$ cat src/rtl/dvi_pkg.sv
// Shared constants and helpers for the DVI/TMDS encoder: control tokens,
// default clock-channel symbol, disparity width and an 8-bit popcount.
package dvi_pkg;

  localparam int DISP_W = 5;

  localparam logic [9:0] CTRL_TOKEN_00 = 10'b1101010100;
  localparam logic [9:0] CTRL_TOKEN_01 = 10'b0010101011;
  localparam logic [9:0] CTRL_TOKEN_10 = 10'b0101010100;
  localparam logic [9:0] CTRL_TOKEN_11 = 10'b1010101011;

  localparam logic [9:0] CLK_SYMBOL_DEFAULT = 10'b1111100000;

  function automatic logic [3:0] popcount8(input logic [7:0] d);
    logic [3:0] n;
    n = '0;
    for (int i = 0; i < 8; i++) begin
      n = n + {3'b000, d[i]};
    end
    return n;
  endfunction

endpackage

$ cat src/rtl/tmds_channel.sv
// One TMDS channel: registered transition-minimisation stage followed by a
// registered DC-balance stage that owns the running disparity counter.
module tmds_channel
  import dvi_pkg::*;
(
  input  logic       clk,
  input  logic       reset,
  input  logic [7:0] i_data,
  input  logic       i_de,
  input  logic       i_c0,
  input  logic       i_c1,
  output logic [9:0] o_symbol
);

  function automatic logic [8:0] minimise_transitions(input logic [7:0] d);
    logic [3:0] n1;
    logic       use_xnor;
    logic [8:0] q;
    n1       = popcount8(d);
    use_xnor = (n1 > 4'd4) || ((n1 == 4'd4) && !d[0]);
    q        = '0;
    q[0]     = d[0];
    for (int i = 1; i < 8; i++) begin
      q[i] = use_xnor ? ~(q[i-1] ^ d[i]) : (q[i-1] ^ d[i]);
    end
    q[8] = ~use_xnor;
    return q;
  endfunction

  logic [8:0] r_qm;
  logic       r_de;
  logic       r_c0;
  logic       r_c1;

  always_ff @(posedge clk or posedge reset) begin
    if (reset) begin
      r_qm <= '0;
      r_de <= 1'b0;
      r_c0 <= 1'b0;
      r_c1 <= 1'b0;
    end else begin
      r_qm <= minimise_transitions(i_data);
      r_de <= i_de;
      r_c0 <= i_c0;
      r_c1 <= i_c1;
    end
  end

  logic signed [DISP_W-1:0] r_cnt;
  logic [9:0]               r_symbol;
  logic [3:0]               w_n1q;
  logic signed [DISP_W-1:0] w_diff;
  logic signed [DISP_W-1:0] w_q8_bias;
  logic signed [DISP_W-1:0] w_cnt_nxt;
  logic [9:0]               w_sym;

  // w_diff is N1q-N0q = 2*N1q-8; 5-bit wraparound is exact because the result fits in -8..+8.
  always_comb begin
    w_n1q     = popcount8(r_qm[7:0]);
    w_diff    = DISP_W'({w_n1q, 1'b0}) - DISP_W'(8);
    w_q8_bias = r_qm[8] ? DISP_W'(2) : '0;
    w_sym     = CTRL_TOKEN_00;
    w_cnt_nxt = '0;
    if (!r_de) begin
      case ({r_c1, r_c0})
        2'b00:   w_sym = CTRL_TOKEN_00;
        2'b01:   w_sym = CTRL_TOKEN_01;
        2'b10:   w_sym = CTRL_TOKEN_10;
        default: w_sym = CTRL_TOKEN_11;
      endcase
    end else if ((r_cnt == '0) || (w_n1q == 4'd4)) begin
      w_sym     = {~r_qm[8], r_qm[8], r_qm[8] ? r_qm[7:0] : ~r_qm[7:0]};
      w_cnt_nxt = r_qm[8] ? (r_cnt + w_diff) : (r_cnt - w_diff);
    end else if (((r_cnt > 0) && (w_n1q > 4'd4)) || ((r_cnt < 0) && (w_n1q < 4'd4))) begin
      w_sym     = {1'b1, r_qm[8], ~r_qm[7:0]};
      w_cnt_nxt = r_cnt + w_q8_bias - w_diff;
    end else begin
      w_sym     = {1'b0, r_qm[8], r_qm[7:0]};
      w_cnt_nxt = r_cnt + w_diff - (DISP_W'(2) - w_q8_bias);
    end
  end

  always_ff @(posedge clk or posedge reset) begin
    if (reset) begin
      r_cnt    <= '0;
      r_symbol <= CTRL_TOKEN_00;
    end else begin
      r_cnt    <= w_cnt_nxt;
      r_symbol <= w_sym;
    end
  end

  assign o_symbol = r_symbol;

endmodule

$ cat src/rtl/dvi_encoder.sv
// 24-bit RGB + sync to three TMDS channels plus constant clock symbol.
// Define DVI_INPUT_REG_EN to add an input register stage (latency 3 instead of 2).
module dvi_encoder
  import dvi_pkg::*;
#(
  parameter logic [9:0] CLK_SYMBOL = CLK_SYMBOL_DEFAULT
) (
  input  logic       clk,
  input  logic       reset,
  input  logic [7:0] vga_r,
  input  logic [7:0] vga_g,
  input  logic [7:0] vga_b,
  input  logic       vga_hs,
  input  logic       vga_vs,
  input  logic       vga_de,
  output logic [9:0] tmds_b,
  output logic [9:0] tmds_g,
  output logic [9:0] tmds_r,
  output logic [9:0] tmds_clk
);

  logic [7:0] w_r;
  logic [7:0] w_g;
  logic [7:0] w_b;
  logic       w_hs;
  logic       w_vs;
  logic       w_de;

`ifdef DVI_INPUT_REG_EN
  // Isolates the video stage's colour muxing from the encoder's popcount logic.
  logic [7:0] r_r;
  logic [7:0] r_g;
  logic [7:0] r_b;
  logic       r_hs;
  logic       r_vs;
  logic       r_de;

  always_ff @(posedge clk or posedge reset) begin
    if (reset) begin
      r_r  <= '0;
      r_g  <= '0;
      r_b  <= '0;
      r_hs <= 1'b0;
      r_vs <= 1'b0;
      r_de <= 1'b0;
    end else begin
      r_r  <= vga_r;
      r_g  <= vga_g;
      r_b  <= vga_b;
      r_hs <= vga_hs;
      r_vs <= vga_vs;
      r_de <= vga_de;
    end
  end

  assign w_r  = r_r;
  assign w_g  = r_g;
  assign w_b  = r_b;
  assign w_hs = r_hs;
  assign w_vs = r_vs;
  assign w_de = r_de;
`else
  assign w_r  = vga_r;
  assign w_g  = vga_g;
  assign w_b  = vga_b;
  assign w_hs = vga_hs;
  assign w_vs = vga_vs;
  assign w_de = vga_de;
`endif

  tmds_channel u_ch_b (
    .clk      (clk),
    .reset    (reset),
    .i_data   (w_b),
    .i_de     (w_de),
    .i_c0     (w_hs),
    .i_c1     (w_vs),
    .o_symbol (tmds_b)
  );

  tmds_channel u_ch_g (
    .clk      (clk),
    .reset    (reset),
    .i_data   (w_g),
    .i_de     (w_de),
    .i_c0     (1'b0),
    .i_c1     (1'b0),
    .o_symbol (tmds_g)
  );

  tmds_channel u_ch_r (
    .clk      (clk),
    .reset    (reset),
    .i_data   (w_r),
    .i_de     (w_de),
    .i_c0     (1'b0),
    .i_c1     (1'b0),
    .o_symbol (tmds_r)
  );

  assign tmds_clk = CLK_SYMBOL;

endmodule

$ cat config.mk
export PLATFORM = sky130hd
export DESIGN_NAME = dvi_encoder
export DESIGN_NICKNAME = d
export VERILOG_FILES = /design/src/rtl/dvi_pkg.sv /design/src/rtl/tmds_channel.sv /design/src/rtl/dvi_encoder.sv
export SDC_FILE = /design/constraint.sdc
export NUM_CORES = 1
export LEC_CHECK = 0
export ABC_AREA = 0
export CAP_MARGIN = 20
export CORE_UTILIZATION = 45
export CTS_CLUSTER_DIAMETER = 100
export DETAILED_ROUTE_END_ITERATION = 16
export PLACE_DENSITY = 0.79
export SYNTH_ARGS = -nofsm -noshare
export SYNTH_HDL_FRONTEND = slang
export SYNTH_SLANG_ARGS = --single-unit
$ cat constraint.sdc
create_clock -name clk -period 5 [get_ports clk]
set_input_delay 0.5 -clock clk [delete_from_list [all_inputs] [get_ports clk]]
set_output_delay 0.5 -clock clk [all_outputs]
set_load 0.05 [all_outputs]
==> results_dict.tcl, run 1 <==
set metrics [dict create \
    vias 3865 \
    ant_nets 0 \
    clockBufferDepth 2 \
    synth_area_mm2 0.00577 \
    firstDrtPassIters 4 \
    diodes 0 \
    drtIter0Drc 143 \
    synth.most_common_cell "inv_1" \
    hp-class "reg -> reg" \
    finalSetupViolCount 0 \
    period_share_pct 96.1 \
    placementRows 40 \
    avgViaCountPerCell 4.97 \
    overflow 0 \
    synth_top_area_cell "dfrtp_1" \
    core_area_mm2 0.0123 \
    place_area_mm2 0.00651 \
    place_congestion 0.888 \
    die_h_um 115 \
    drc 0 \
    synth-seq-cells 72 \
    crit_family "adder cells" \
    period_needed_ps 4800 \
    start_util_pct 47.0 \
    status "complete, no violations" \
    syn_avg_cell_area_um2 10.7 \
    setup_ws_ps 197 \
    ys_warn_count 0 \
    htree_levels 3 \
    slew_violations 0 \
    dpl.cell_count 761 \
    skew_ps 9.56 \
    layout.nets 739 \
    cp_common_cell "fa_1" \
    hold_viol 0 \
    max_stage_delay_ps 560 \
    pre_cts_ws_ps 132 \
    fill_cells 1033 \
    synth_commonest_cells "inv_1 (103), ha_1 (64), dfrtp_1 (57), xnor2_1 (51), fa_1 (42)" \
    synth_edf_count 0 \
    antenna_found_initial 0 \
    die_area_mm2 0.0133 \
    grt_pass1_wl_um 20300 \
    crit_type "reg -> reg" \
    cts_resized 0 \
    port-buffer-count 58 \
    grt_usage_pct 20.0 \
    cts_sinks 72 \
    drive_gt1_share_pct 8.21 \
    grt_setup_unrepaired "false" \
    synth_cell_type_count 40 \
    pin_count 69 \
    postCtsSetupBuffers 0 \
    synthTopCellsByArea "dfrtp_1 (25%), fa_1 (15%), ha_1 (14%)" \
    syn_to_final_growth_pct 18.4 \
    setup_tns_ps 0 \
    grt_pass1_vias 4274 \
    synthFlopType "dfrtp_1" \
    critical_path.cell_chain "ha_1 > inv_1 > fa_1 > fa_1 > fa_2 > fa_2 > xnor2_1 > ha_1 > xor2_1 > inv_1 > fa_1 > xor2_1 > xnor3_1 > nor2_1 > o32ai_1" \
    synthArstFlopShare_pct 100 \
    die_w_um 115 \
    required_ps 5190 \
    synth_seq_area_share_pct 31.6 \
    clkLatencyLatePin_ps 340 \
    netlist.area_leader.share_pct 24.7 \
    arrival_ps 5000 \
    cp-start-kind "flip-flop" \
    cts_tree "yes" \
    synthCells 540 \
    stdcell_area_mm2 0.00683 \
    cts-root-buf "clkbuf_16" \
    cap_violations 0 \
    dpl.hpwl_um 9160 \
    slowest_stage "fa_1" \
    critical_path.endpoint_type "flip-flop" \
    wire_per_inst_um 15.0 \
    tightestPinTransition_ps 746 \
    final_cell_count_no_fill 777 \
    wl_um 11700 \
    path_buf_inv 2 \
    slew_headroom_pct 50.2 \
    postCtsHoldBufs 0 \
    path_clk_slew_ps 60 \
    crit_fanout 4 \
    max_freq_ghz 0.208 \
    cts_buffers 9 \
    grt_start_max_net_pins 39 \
]
-- flip-flops by register name (all words and copies together) (netlist names) --
| name | count |
|---|---|
| u_ch_r.r_qm | 9 |
| u_ch_b.r_c1 | 1 |
| u_ch_r.r_cnt | 4 |
| u_ch_b.r_cnt | 4 |
| u_ch_r.o_symbol | 10 |
| u_ch_b.r_qm | 9 |
| u_ch_g.r_cnt | 4 |
| u_ch_b.r_c0 | 1 |
| u_ch_g.r_qm | 9 |
| u_ch_g.o_symbol | 10 |
| u_ch_r.r_de | 1 |
| u_ch_b.o_symbol | 10 |
-- layout by cell type (no fill, tap or decap), types with 4 or more instances in the layout --
cell type	instances
nor3b_1	5
nor2_1	19
conb_1	10
nand2_1	14
clkbuf_16	9
nor3_1	5
a21oi_1	35
buf_4	4
ha_1	63
or3_1	6
xnor2_1	51
o21ai_0	17
nand3b_1	6
dfrtp_1	57
inv_1	102
clkdlybuf4s50_1	58
dfstp_2	15
mux2i_1	10
xor2_1	22
fa_1	39
-- per-layer routing --
| metal | vias up | routed length [µm] | share of wire [%] | track usage [%] |
|---|---|---|---|---|
| met5 | - | 0 | 0 | 0 |
| met4 | 0 | 227 | 1.9 | 8.31 |
| met3 | 16 | 454 | 3.9 | 2.95 |
| met2 | 85 | 6120 | 52 | 35.5 |
| met1 | 1921 | 4870 | 42 | 24.3 |
| li1 | 1843 | - | - | - |
-- worst paths after layout --
check	start	endpoint	cells after the start	slack, ps
max in group asynchronous	reset	u_ch_r.o_symbol[9]	3	3400
setup reg to reg	u_ch_g.r_qm[1]	u_ch_g.r_cnt[4]	15	200
min in group asynchronous	reset	u_ch_g.o_symbol[3]	2	620
setup / recovery	u_ch_g.r_qm[1]	u_ch_g.r_cnt[4]	15	200
hold reg to reg	u_ch_r.r_qm[1]	u_ch_r.o_symbol[1]	2	560
hold / removal	u_ch_r.r_qm[1]	u_ch_r.o_symbol[1]	2	560
-- worst reg2reg max path, delay by kind of cell, from the launching register on --
family,cells,cell delay (ps)
AOI/OAI and AO/OA,1,100
xor gates and xnor gates,4,990
adders and majority gates,7,2890
buffers and inverters,2,160
DFF,1,400
and+or+nand+nor,1,120
-- layout make-up --
type	instances	area (µm²)	area share (%)
Multi-Input combinational cell	355	3490	51.2
Clock inverter	6	65.1	0.953
Clock buffer	10	239	3.50
Inverter	104	390	5.72
Tap cell	168	210	3.08
Sequential cell	72	1820	26.7
Timing Repair Buffer	62	611	8.94
-- kinds of logic (layout without fill, tap and decap cells) --
logic type      after synthesis  count (layout)  share of synthesized area [%]
compound gates               80              80                           9.94
xor+xnor                     79              79                           13.1
other cells                   2              10                          0.130
buf+inv                     121             182                           8.70
simple gates                 70              70                           6.36
flops                        72              72                           31.6
fa+ha+maj                   106             106                           28.5
mux                          10              10                           1.74
-- per-stage QoR --
stage               hold WS (ps)  utilization (%)
floorplan                    509                -
global placement             525             53.1
detailed placement           547             53.1
CTS                          555             55.5
global route                 577             55.7
finish                       556             55.7
Power of run 1 is left out: the tool's default activity adds up to more than one toggle a clock period on the data nets, which glitch-free logic cannot reach.
==> run 2: changes to the inputs <==
- CAP_MARGIN: 20 -> 30
==> results of run 2 <==
The final DEF is identical to that of run 1; final timing and power are the same.
Power of run 2 is left out for the same reason.
